<file path="config.mk">
export PLATFORM = sky130hd
export DESIGN_NAME = posit_encode_pipe
export DESIGN_NICKNAME = d
export VERILOG_FILES = /design/src/rtl/posit_pkg.sv /design/src/rtl/posit_round.sv /design/src/rtl/posit_encode_pipe.sv
export SDC_FILE = /design/constraint.sdc
export NUM_CORES = 1
export LEC_CHECK = 0
export ABC_AREA = 0
export BUFFER_PORTS_ARGS = -buffer_cell sky130_fd_sc_hd__buf_2
export CAP_MARGIN = 15
export CORE_ASPECT_RATIO = 0.7
export CORE_UTILIZATION = 64
export DETAILED_ROUTE_END_ITERATION = 10
export PLACE_DENSITY = 0.86
export RECOVER_POWER = 25
export SLEW_MARGIN = 10
export SYNTH_ARGS = -nofsm -noshare
export SYNTH_HDL_FRONTEND = slang
export SYNTH_HIERARCHICAL = 1
export SYNTH_SLANG_ARGS = --single-unit
</file>
<file path="constraint.sdc">
create_clock -name clk -period 5.7 [get_ports clk]
set_input_delay 0.285 -clock clk [delete_from_list [all_inputs] [get_ports clk]]
set_output_delay 0.285 -clock clk [all_outputs]
set_load 0.05 [all_outputs]
</file>
<file path="src/rtl/posit_pkg.sv">
// Shared constants, stage payload types and special-value helpers for the
// posit encoder pipeline.
package posit_pkg;

   localparam int unsigned POSIT_N  = 8;
   localparam int unsigned POSIT_ES = 3;
   localparam int unsigned POSIT_RS = $clog2(POSIT_N);
   localparam int unsigned POSIT_KW = POSIT_RS + 2;

   typedef enum logic [2:0] {
      CLS_NORM,
      CLS_ZERO,
      CLS_NAR,
      CLS_MAX,
      CLS_MIN
   } cls_t;

   typedef struct packed {
      logic                    sign;
      cls_t                    cls;
      logic [POSIT_KW-1:0]     k;
      logic [POSIT_ES-1:0]     e;
      logic [2*POSIT_N-2:0]    frac;
   } s1_t;

   typedef struct packed {
      logic                    sign;
      cls_t                    cls;
      logic [POSIT_N-2:0]      body;
      logic                    g;
      logic                    s;
   } s2_t;

   function automatic logic [POSIT_N-1:0] nar(input int unsigned n);
      return POSIT_N'(1) << (n - 1);
   endfunction

   function automatic logic [POSIT_N-1:0] maxpos(input int unsigned n);
      return (POSIT_N'(1) << (n - 1)) - POSIT_N'(1);
   endfunction

   function automatic logic [POSIT_N-1:0] minpos(input int unsigned n);
      return POSIT_N'(n > 1);
   endfunction

endpackage

</file>
<file path="src/rtl/posit_round.sv">
// Round-to-nearest-even of the N-1 bit posit body, clamped to [minpos, maxpos],
// then sign application and special-value override.
module posit_round
   import posit_pkg::*;
#(
   parameter int unsigned N = POSIT_N
) (
   input  logic         sign,
   input  logic         is_nar,
   input  logic         is_zero,
   input  logic [N-2:0] body,
   input  logic         g,
   input  logic         s,
   output logic [N-1:0] result
);

   logic         inc;
   logic [N-1:0] sum;
   logic [N-1:0] mag;

   always_comb begin
      inc = g & (s | body[0]);
      sum = {1'b0, body} + N'(inc);
      mag = sum;
      // A carry into the sign position overflows past maxpos; a nonzero value must not collapse to zero.
      if (sum[N-1])
         mag = maxpos(N);
      else if (sum == '0)
         mag = minpos(N);

      result = sign ? -mag : mag;
      if (is_nar)
         result = nar(N);
      else if (is_zero)
         result = '0;
   end

endmodule

</file>
<file path="src/rtl/posit_encode_pipe.sv">
// Three-stage posit encoder: classify/register, regime string build, round.
// Stages hand off with valid/ready; in_ready is combinational from out_ready.
module posit_encode_pipe
   import posit_pkg::*;
#(
   parameter int unsigned N  = POSIT_N,
   parameter int unsigned ES = POSIT_ES,
   parameter int unsigned RS = $clog2(N)
) (
   input  logic              clk,
   input  logic              rst_n,
   input  logic              in_valid,
   output logic              in_ready,
   input  logic              Sign,
   input  logic [ES+RS+1:0]  Total_EO,
   input  logic [2*N-1:0]    Mult_Mant_N,
   input  logic              inf,
   input  logic              zero,
   output logic              out_valid,
   input  logic              out_ready,
   output logic [N-1:0]      Result
);

   localparam int unsigned EW = ES + RS + 2;
   localparam int unsigned KW = RS + 2;
   localparam int unsigned W  = 3*N + ES;

   localparam logic signed [KW-1:0] K_HI = KW'(N - 2);
   localparam logic signed [KW-1:0] K_LO = -K_HI;
   localparam logic [N-1:0] MAXP = maxpos(N);
   localparam logic [N-1:0] MINP = minpos(N);

   logic s1_valid, s2_valid;
   logic s1_ready, s2_ready, s3_ready;
   s1_t  s1_d, s1_q;
   s2_t  s2_d, s2_q;
   logic [N-1:0] round_res;

   logic signed [KW-1:0] k_in;
   cls_t                 cls_in;
   logic                 unused_hidden;

   assign unused_hidden = Mult_Mant_N[2*N-1];

   assign s3_ready = !out_valid || out_ready;
   assign s2_ready = !s2_valid  || s3_ready;
   assign s1_ready = !s1_valid  || s2_ready;
   assign in_ready = s1_ready;

   // Stage 1: k is the arithmetic top slice of the total exponent, e the low ES bits.
   assign k_in = Total_EO[EW-1:ES];

   always_comb begin
      cls_in = CLS_NORM;
      if (inf)
         cls_in = CLS_NAR;
      else if (zero)
         cls_in = CLS_ZERO;
      else if (k_in >= K_HI)
         cls_in = CLS_MAX;
      else if (k_in <= K_LO)
         cls_in = CLS_MIN;

      s1_d.sign = Sign;
      s1_d.cls  = cls_in;
      s1_d.k    = k_in;
      s1_d.e    = Total_EO[ES-1:0];
      s1_d.frac = Mult_Mant_N[2*N-2:0];
   end

   // Stage 2: for k>=0 the ones-run is made by shifting zeros into the inverted
   // "10" template; for k<0 the zeros-run comes from shifting the leading 1 down.
   logic signed [KW-1:0] k1;
   logic [KW-1:0]        k_mag;
   logic [W-1:0]         x_pos, x_neg, str;

   always_comb begin
      k1    = s1_q.k;
      k_mag = k1[KW-1] ? -k1 : k1;
      x_pos = {2'b10, s1_q.e, s1_q.frac, {(N-1){1'b0}}};
      x_neg = {1'b1,  s1_q.e, s1_q.frac, {N{1'b0}}};
      str   = k1[KW-1] ? (x_neg >> k_mag) : ~((~x_pos) >> k_mag);

      s2_d.sign = s1_q.sign;
      s2_d.cls  = s1_q.cls;
      s2_d.body = str[W-1 -: N-1];
      s2_d.g    = str[W-N];
      s2_d.s    = |str[W-N-1:0];

      case (s1_q.cls)
         CLS_NORM: ;
         CLS_MAX: begin
            s2_d.body = MAXP[N-2:0];
            s2_d.g    = 1'b0;
            s2_d.s    = 1'b0;
         end
         CLS_MIN: begin
            s2_d.body = MINP[N-2:0];
            s2_d.g    = 1'b0;
            s2_d.s    = 1'b0;
         end
         default: begin
            s2_d.body = '0;
            s2_d.g    = 1'b0;
            s2_d.s    = 1'b0;
         end
      endcase
   end

   // Stage 3
   posit_round #(.N(N)) u_round (
      .sign    (s2_q.sign),
      .is_nar  (s2_q.cls == CLS_NAR),
      .is_zero (s2_q.cls == CLS_ZERO),
      .body    (s2_q.body),
      .g       (s2_q.g),
      .s       (s2_q.s),
      .result  (round_res)
   );

   always_ff @(posedge clk or negedge rst_n) begin
      if (!rst_n) begin
         s1_valid  <= 1'b0;
         s2_valid  <= 1'b0;
         out_valid <= 1'b0;
         s1_q      <= '0;
         s2_q      <= '0;
         Result    <= '0;
      end else begin
         if (s1_ready) begin
            s1_valid <= in_valid;
            if (in_valid)
               s1_q <= s1_d;
         end
         if (s2_ready) begin
            s2_valid <= s1_valid;
            if (s1_valid)
               s2_q <= s2_d;
         end
         if (s3_ready) begin
            out_valid <= s2_valid;
            if (s2_valid)
               Result <= round_res;
         end
      end
   end

endmodule

</file>
# Word level (Yosys, flattened, before mapping)
# Index checks and enable logic that the tools add are counted.
[op_classes]
n_addsub = 3
order_cmp = 2
n_eq_ne = 4
n_shift = 2
muxes = 12
n_bitwise = 4
n_reduce_logical = 12
[op_table]
columns = ["cell", "n"]
rows = [
  ["$not A27 Y27", 2],
  ["$shr A27 B5 Y27", 2],
  ["$mux W8", 4],
  ["$mux W27", 1],
  ["$pmux W9 S3", 1],
  ["$reduce_or A19 Y1", 1],
  ["$mux W3", 4],
  ["$add A7 B1 Y8", 1],
  ["$logic_not A8 Y1", 1],
  ["$neg A8 Y8", 1],
  ["$mux W7", 1],
  ["$eq A3 B2 Y1 const B", 2],
  ["$reduce_and A2 Y1", 3],
  ["$ge A5 B4 Y1 const B", 1],
  ["$le A5 B4 Y1 const B", 1],
  ["$mux W5", 1],
  ["$neg A5 Y5", 1],
  ["$eq A3 B1 Y1 const B", 1],
  ["$eq A3 B3 Y1 const B", 1],
  ["$logic_not A1 Y1", 3],
  ["$logic_not A3 Y1", 1],
  ["$logic_or A1 B1 Y1", 3],
  ["$and A1 B1 Y1", 1],
  ["$or A1 B1 Y1", 1],
]
[totals]
regBits = 51
in_bits = 31
out_inout_bits = 10
elab_cells = 53

# Logic depth before layout (Yosys ltp)
# Gate-level depths: netlist (run 1).
[depth]
ltp_word = 10
ltp_mapped = 15
ltp_nobuf = 13

# Hierarchy
# The synthesis (run 1) kept the hierarchy.
[modules_own_cells]
columns = ["module", "instances", "cells_per_inst", "area_per_inst_um2", "seq_area_each_um2"]
rows = [
  ["posit_encode_pipe", 1, 343, 3200.6, 1276.2],
  ["posit_round", 1, 75, 488.0, 0.0],
]

# Least setup slack after synthesis (run 1)
# No wires, ideal clock.
[synth_path]
path_type = "reg-to-reg"
startpoint = "reg s1_q, in the netlist k1[0]"
endpoint = "reg s2_q[0] (netlist name)"
setup_ns = 0.143
t_arrival_ns = 3.006
path_slack_ns = 2.551
stages_incl_launch_ff = 13
period_less_slack_ns = 3.149
path_cell_list = "dfrtp_1 > buf_2 > inv_2 > buf_1 > ha_1 > mux2i_2 > mux4_2 > a2111oi_2 > o21ai_1 > nand3_1 > o21bai_1 > a22o_1 > a41oi_1"
[synth_via]
elab_chain_len = 7
word_cells_on_any_way = 8
[synth_lines]
columns = ["element", "line", "text"]
rows = [
  ["start: declaration", "posit_encode_pipe.sv:35", "s1_t s1_d, s1_q;"],
  ["start signal: assignment", "posit_encode_pipe.sv:126", "s1_q <= '0;"],
  ["start signal: assignment", "posit_encode_pipe.sv:133", "s1_q <= s1_d;"],
  ["$neg A5 Y5", "posit_encode_pipe.sv:79", "k_mag = k1[KW-1] ? -k1 : k1;"],
  ["$mux W5 *", "posit_encode_pipe.sv:79", ""],
  ["$shr A27 B5 Y27", "posit_encode_pipe.sv:82", "str = k1[KW-1] ? (x_neg >> k_mag) : ~((~x_pos) >> k_mag);"],
  ["$not A27 Y27", "posit_encode_pipe.sv:82", ""],
  ["$mux W27 *", "posit_encode_pipe.sv:82", ""],
  ["$reduce_or A19 Y1 *", "posit_encode_pipe.sv:88", "s2_d.s = |str[W-N-1:0];"],
  ["$pmux W9 S3 *", "posit_encode_pipe.sv:90", "case (s1_q.cls)"],
  ["end signal: assignment", "posit_encode_pipe.sv:127", "s2_q <= '0;"],
  ["end signal: assignment", "posit_encode_pipe.sv:138", "s2_q <= s2_d;"],
  ["end: declaration", "posit_encode_pipe.sv:36", "s2_t s2_d, s2_q;"],
]
# Every way passes the cells marked *; elsewhere a longest branch is shown, timed or not.
# A chain may end at the register's enable or synchronous reset.

# Final worst setup path (run 1)
# Same ends and word-level chain as after synthesis.

==> results of run 1 <==
-- through the flow --
stage | util [%] | instances
2_1_floorplan | - | 418
3_3_place_gp | 71.50 | 503
3_5_place_dp | 71.50 | 503
4_1_cts | 73.19 | 511
5_1_grt | 73.17 | 511
6_report | 73.17 | 511
-- cell usage after synthesis, drive strengths merged (7+ instances only) --
library cell,count
mux2i,11
a21oi,30
nand2,44
clkbuf,17
buf,12
nor2,40
o21a,7
inv,7
xnor2,8
nand3,15
mux2,34
dfrtp,51
o21ai,24
nor3,15
a31oi,9
-- final timing paths --
path | endpoint | slack, ns
max in group asynchronous | s2_q[6] | 3.23
hold reg to reg | s2_q[12] | 0.50
min in group asynchronous | s1_q[13] | 0.92
setup / recovery | s2_q[0] | 1.50
setup reg to reg | s2_q[0] | 1.50
hold / removal | s1_q[23] | 0.18
-- registers in the layout, indices dropped and copies added, names as in the netlist --
signal / cells
s1_q: 22
s2_q: 13
Result: 8
k1: 5
out_valid: 1
s1_valid: 1
s2_valid: 1
-- worst max-delay path, stage by stage, from the launching register on --
cell      delay (ns)
dfrtp_1         1.11
inv_2           0.40
ha_1            0.51
mux2_4          0.38
mux4_2          0.41
or3_1           0.40
a211oi_1        0.25
a31oi_1         0.13
o21bai_1        0.19
a22o_1          0.16
a41oi_1         0.11
-- power by group through the flow --
stage	sequential (µW)	clock (µW)	combinational [µW]
global placement	553	0	721
detailed placement	564	0	739
global route	575	234	821
CTS	557	220	744
floorplan	593	0	547
finish	561	218	759
-- per-layer routing --
metal  global-route usage [%]  vias up  wire (µm)
met2                    46.85      204       3836
li1                         -     1578          -
met4                    6.154        0        103
met1                    46.42     1602       4130
met3                    8.796       17        902
met5                        0        -          0
-- kinds of logic after synthesis --
logic type | synth area share, %
simple gates | 20.62
compound gates | 19.57
mux | 17.23
flops | 34.60
buf+inv | 4.477
xor+xnor | 2.137
fa+ha+maj | 1.357
-- layout make-up --
| class | count | area [µm²] | area share, % |
|---|---|---|---|
| Clock buffer | 5 | 68.82 | 1.743 |
| Clock inverter | 3 | 22.52 | 0.5705 |
| Inverter | 7 | 26.28 | 0.6656 |
| Multi-Input combinational cell | 331 | 2250 | 56.99 |
| Sequential cell | 51 | 1276 | 32.33 |
| Tap cell | 72 | 90.09 | 2.282 |
| Timing Repair Buffer | 42 | 214.0 | 5.420 |
==> summary.txt, run 1 <==
Synth
  • Post-Syn Area: 0.003689 mm²
  • Post-Syn Instances: 418
  • Post-synth ARST share: 100.0%
  • Yosys reg bits: 51
  • Synth Net Count: 453
  • Syn_area_per_cell: 8.824 µm²
  • Largest cells by area after synthesis: dfrtp_1 (35%), mux2_2 (10%), nand2_1 (4.5%)
  • Sequential-to-total area share from yosys stat: 34.60%
  • Cell variety after synth: 63
  • Synth top area share: 34.60%
  • Yosys top cell by area: dfrtp_1
  • Synth Flop Type: dfrtp_1
  • Post-synth EDFFs: 0
  • Number of synthesis warnings: 6

Power and ir drop
  • Cell area power density: 389.5 mW/mm²
  • Maximum vdd ir drop: 0.2287 mV
  • Internal power: 825.4 µW
  • Part of the power in registers: 36.5%
  • Comb pwr share: 49.3%
  • NetSw: 712.2 µW
  • Post-route total power: 1538 µW
  • Clk pwr share: 14.2%
  • Sw Ratio: 46.32%
  • Static Leakage: 0.001652 µW

Global route
  • Largest net degree at the start of global routing: 52
  • First-pass GRT wire length: 14.86 mm
  • Initial antenna violation count: 0
  • Grt ovf: 0
  • Number of global-route vias before repair: 3066
  • Total track usage: 31.55%

STA
  • Fin. max-slew vios: 52
  • Post-route setup slack: 1.499 ns
  • Clock skew: 0.007337 ns
  • Unrepaired setup endpoints after global routing: false
  • Fin. Hold Viols: 0
  • F_max: 0.2380 GHz
  • Fin crit share: 73.71%
  • Final hold slack: 0.1800 ns
  • Setup TNS: 0 ns
  • Slew of the pin with the lowest slew margin: 2.726 ns
  • Tmin final: 4.201 ns
  • Slew HR: -81.71%
  • Setup violations, final: 0

Worst hold path
  • Worst Hold Class: primary input to register
  • Hold_sp: inf
  • Worst hold path cell count: 2

Critical path
  • WP data arrival: 4.38 ns
  • Depth of the most critical reg-to-reg path: 10
  • Max FO, Critical Path: 34
  • Kind of start point of the critical path: register
  • CP endpoint kind: register
  • Worst setup path startpoint: k1[0]
  • Critical path type: register to register
  • CP required: 5.88 ns
  • Worst r2r src: k1[0]

Die
  • Core Rows: 22
  • Core ar.: 0.005395 mm²
  • I/O Pins: 41
  • Die area: 0.006076 mm²
  • Die height: 65.52 µm
  • Width of the die: 92.74 µm
  • Initial core utilization: 68.37%

CTS
  • Clock Tree Buf Depth: 2
  • CTS tree: done
  • CTS Hold Bufs: 0
  • Post-CTS setup buffers: 0
  • Skew-Pair Late Insertion Delay: 0.31 ns
  • Root buf cell: clkbuf_8
  • CTS-repair resized insts: 0
  • TritonCTS buffer count: 5
  • Clock Sinks: 51
  • H-tree depth: 2
  • Clk slew on worst S/H paths: 0.10 ns

Route
  • Vias/cell: 6.656
  • Overall routed net length: 8.973 mm
  • Detailed Route Iter0 Violations: 319
  • Router iterations before antenna repair: 5
  • DRC Markers: 0
  • ANT nets after route: 0
  • Wirelength per Cell: 17.56 µm
  • Vias: 3401

Finish
  • Fin area: 0.003948 mm²
  • Area grow syn2layout: 7.022%
  • Most frequent cells in the layout: dfrtp_1 (51), nand2_1 (43), nor2_1 (40)
  • Fraction of layout cells with a size suffix above 1: 22.78%
  • Fill count: 421
  • Final #Nets: 473
  • Most common cell after layout, fill and taps aside: dfrtp_1
  • Number of diodes: 0

Placed design
  • GP Congestion: 0.9238
  • Placed Area: 0.003857 mm²
  • IO Port Bufs: 39
  • Post-DP HPWL: 6.500 mm
  • Setup WS pre-CTS: 1.640 ns

Run
  • Max Cap Viol: 1

Status
  • Run status: complete, but fails checks
  • Failing checks: max-capacitance violations, max-slew violations
Note: power is estimated with default switching activity, not from simulation.
==> run 2: changes to the inputs <==
--- a/config.mk
+++ b/config.mk
@@ -5,13 +5,13 @@
 export SDC_FILE = /design/constraint.sdc
 export NUM_CORES = 1
 export LEC_CHECK = 0
-export ABC_AREA = 0
+export ABC_AREA = 1
 export BUFFER_PORTS_ARGS = -buffer_cell sky130_fd_sc_hd__buf_2
 export CAP_MARGIN = 15
 export CORE_ASPECT_RATIO = 0.7
-export CORE_UTILIZATION = 64
+export CORE_UTILIZATION = 60
 export DETAILED_ROUTE_END_ITERATION = 10
-export PLACE_DENSITY = 0.86
+export PLACE_DENSITY = 0.81
 export RECOVER_POWER = 25
 export SLEW_MARGIN = 10
 export SYNTH_ARGS = -nofsm -noshare
==> constraint.sdc (replaced) <==
create_clock -name clk -period 3.95 [get_ports clk]
set_input_delay 0.1975 -clock clk [delete_from_list [all_inputs] [get_ports clk]]
set_output_delay 0.1975 -clock clk [all_outputs]
set_load 0.05 [all_outputs]
==> run 2 against run 1 <==
Against the previous run:
- the flow still finishes with violations (max-capacitance violations, max-slew violations)
- clock skew rose by 0.00083 ns
- synthesized cell count rose by 59%
- clock-buffer cell count stayed put
- non-clock buffer count down 1
- utilization down 5.1 points
- final cell count rose by 53%
- register-to-register slack worse by 0.63 ns
- hold slack got worse by 0.12 ns
- global-route usage grew 0.21 points
- wire length increased by 20%
- critical endpoint is now Result[6]
- highest routed layer unchanged
==> summary.txt, run 2 <==
Global route
  • First-pass GRT wire length: 18.06 mm (+22%)
  • Total track usage: 31.76% (+0.21 points)
  • Grt ovf: 0 (unchanged)
  • Initial antenna violation count: 0 (unchanged)
  • Number of global-route vias before repair: 3812 (+24%)
  • Largest net degree at the start of global routing: 52 (unchanged)

STA
  • Tmin final: 3.085 ns (-1.117 ns)
  • F_max: 0.3242 GHz (+36%)
  • Fin crit share: 78.09% (+4.4 points)
  • Slew HR: -84.86% (-3.1 points)
  • Fin. max-slew vios: 52 (unchanged)
  • Setup TNS: 0 ns (unchanged)
  • Clock skew: 0.008163 ns (+0.0008261 ns)
  • Setup violations, final: 0 (unchanged)
  • Unrepaired setup endpoints after global routing: false
  • Fin. Hold Viols: 0 (unchanged)
  • Slew of the pin with the lowest slew margin: 2.773 ns (+0.04719 ns)
  • Final hold slack: 0.06213 ns (-0.1179 ns)

Route
  • Vias: 4373 (+29%)
  • Wirelength per Cell: 13.75 µm (-22%)
  • DRC Markers: 0 (unchanged)
  • Router iterations before antenna repair: 5 (unchanged)
  • Detailed Route Iter0 Violations: 400 (+25%)
  • ANT nets after route: 0 (unchanged)
  • Overall routed net length: 10.74 mm (+20%)
  • Vias/cell: 5.599 (-16%)

Synth
  • Cell variety after synth: 35 (-44%)
  • Yosys top cell by area: dfrtp_1
  • Most used standard cell by instance count after synthesis: nand2_1
  • Synth Net Count: 700 (+55%)
  • Syn_area_per_cell: 6.254 µm² (-29%)
  • Number of synthesis warnings: 6 (unchanged)
  • Sequential-to-total area share from yosys stat: 30.69% (-3.9 points)
  • Post-synth ARST share: 100.0% (unchanged)
  • Most instantiated cells after synthesis: nand2_1 (279), inv_1 (58), nand3_1 (57)
  • Synth Flop Type: dfrtp_1
  • Post-Syn Instances: 665 (+59%)
  • Post-Syn Area: 0.004159 mm² (+13%)
  • Synth top area share: 30.69% (-3.9 points)
  • Largest cells by area after synthesis: dfrtp_1 (31%), nand2_1 (25%), nand3_1 (6.9%)
  • Yosys reg bits: 51 (unchanged)
  • Post-synth EDFFs: 0 (unchanged)

Worst hold path
  • Worst Hold Class: primary input to register
  • Worst hold path cell count: 3 (+1)
  • Hold_sp: Total_EO[1]

Critical path
  • Kind of start point of the critical path: register
  • Worst r2r src: s2_q[2]
  • CP cell instances: o21a_1 > ha_1 > ha_1 > nand2_1 > nor2_1 > nand3_1 > nand3_2 > nor2_2 > a21boi_0 > ha_1 > inv_1 > nor3_4 > nand3_1 > nand2_1 > inv_2 > nor2_1 > nor2_1 > mux2_2
  • Critical path type: register to register
  • WP data arrival: 3.30 ns (-1.08 ns)
  • Depth of the most critical reg-to-reg path: 18 (+8)
  • Max FO, Critical Path: 6 (-82%)
  • Peak per-stage delay on the critical path: 0.39 ns (-0.72 ns)
  • Slowest-stage cell, CP: dfrtp_1
  • Worst setup path startpoint: s2_q[2]
  • CP required: 4.17 ns (-1.71 ns)
  • CP endpoint kind: register

Placed design
  • Post-DP HPWL: 8.256 mm (+27%)
  • GP Congestion: 0.9364 (+1.4%)
  • IO Port Bufs: 39 (unchanged)
  • Placed Area: 0.004290 mm² (+11%)
  • Dpl cells: 772 (+53%)

CTS
  • H-tree depth: 2 (unchanged)
  • Clk slew on worst S/H paths: 0.11 ns (about the same)
  • Post-CTS setup buffers: 0 (unchanged)
  • Clock Sinks: 51 (unchanged)
  • Skew-Pair Late Insertion Delay: 0.32 ns (about the same)
  • CTS Hold Bufs: 0 (unchanged)
  • Root buf cell: clkbuf_8
  • CTS tree: done
  • TritonCTS buffer count: 5 (unchanged)
  • Clock Tree Buf Depth: 2 (unchanged)
  • CTS-repair resized insts: 0 (unchanged)

Run
  • Max Cap Viol: 1 (unchanged)

Finish
  • Most common cell after layout, fill and taps aside: nand2_1
  • Max reg flops: 22 (unchanged)
  • Biggest regs: s1_q x22, s2_q x13, Result x8
  • Most frequent cells in the layout: nand2_1 (279), inv_1 (58), nand3_1 (57)
  • Largest Register: s1_q
  • Fill count: 615 (+46%)
  • Final #Nets: 724 (+53%)
  • Area grow syn2layout: 5.596%
  • Fin cells: 781 (+53%)
  • Number of diodes: 0 (unchanged)
  • Fin area: 0.004392 mm² (+11%)
  • Fraction of layout cells with a size suffix above 1: 14.20% (-8.6 points)

Status
  • Run status: complete, but fails checks
  • Failing checks: max-capacitance violations, max-slew violations

Power and ir drop
  • Sw Ratio: 53.24% (+6.9 points)
  • Clk pwr share: 12.0% (-2.2 points)
  • Maximum vdd ir drop: 0.3500 mV (+53%)
  • Part of the power in registers: 28.6% (-7.9 points)
  • Internal power: 1295 µW (+57%)
  • NetSw: 1474 µW (+110%)
  • Cell area power density: 630.5 mW/mm² (+62%)
  • Comb pwr share: 59.4% (+10 points)
  • Static Leakage: 0.002404 µW (+45%)
  • Post-route total power: 2769 µW (+80%)

Die
  • Core ar.: 0.006456 mm² (+20%)
  • Die height: 71.66 µm (+9.4%)
  • Width of the die: 101.5 µm (+9.5%)
  • Initial core utilization: 64.42% (-3.9 points)
  • Core Rows: 24 (+9.1%)
  • Die area: 0.007274 mm² (+20%)
  • I/O Pins: 41 (unchanged)
==> run 2: cell count changes after synthesis, sizes merged, moves of 15 or more <==
cell	before	now
inv	7	67
o21ai	24	44
a21oi	30	15
mux2	34	8
nand2	44	300
nand3	15	63
nor2	40	60
==> run 2: worst max-delay path: cells and delay by family (launching register included) <==
kind / cells / cell delay [ns]
fa+ha+maj: 3 / 0.77
simple gates: 10 / 1.01
buf+inv: 2 / 0.13
compound gates: 2 / 0.43
mux: 1 / 0.26
flops: 1 / 0.39
==> run 2: path summary, 6_finish.rpt <==
kind                             endpoint  slack [ns]
worst max-delay path            Result[6]        0.87
worst min-delay path             s1_q[16]        0.06
worst max register to register  Result[6]        0.87
worst min register to register  out_valid        0.50
max in group asynchronous        s2_q[11]        1.08
min in group asynchronous        s1_q[12]        1.29
==> run 2: final cells by class <==
cell class	count	area [µm²]	area share, %
Inverter	68	265.3	6.040
Timing Repair Buffer	41	211.5	4.815
Clock inverter	3	23.77	0.5413
Clock buffer	5	68.82	1.567
Sequential cell	51	1276	29.06
Multi-Input combinational cell	522	2432	55.38
Tap cell	91	113.9	2.593
==> run 2: power groups by stage <==
stage	Sequential (µW)	Clock (µW)	Combinational, µW
after floorplan	901	0	1180
after global placement	787	0	1560
after detailed placement	798	0	1610
after CTS	788	333	1610
after global routing	812	352	1820
final	792	331	1650
==> run 2: metrics by stage <==
step | util, % | setup WS, ns
after floorplan | - | 1.298
after global placement | 66.45 | 1.078
after detailed placement | 66.45 | 0.9142
after CTS | 67.89 | 0.9075
after global routing | 68.02 | 0.4831
final | 68.02 | 0.8653
==> run 2: kinds of logic (layout without fill, tap and decap cells) <==
logic type	count (synthesis)	count (layout)	share of synthesized area [%]
AO/OA/AOI/OAI	69	69	8.845
XOR/XNOR	1	1	0.2106
adder cells (fa/ha/maj)	4	4	1.203
buffers and inverters	92	117	10.83
flip-flops	51	51	30.69
multiplexers	8	8	2.166
AND/OR/NAND/NOR	440	440	46.06
==> run 2: layer usage <==
metal	global-route usage [%]	share of wire, %	vias up
met1	51.57	50	2036
met4	3.865	0.41	0
met2	44.74	41	184
li1	-	-	2149
met5	0	0	-
met3	5.366	8.2	4
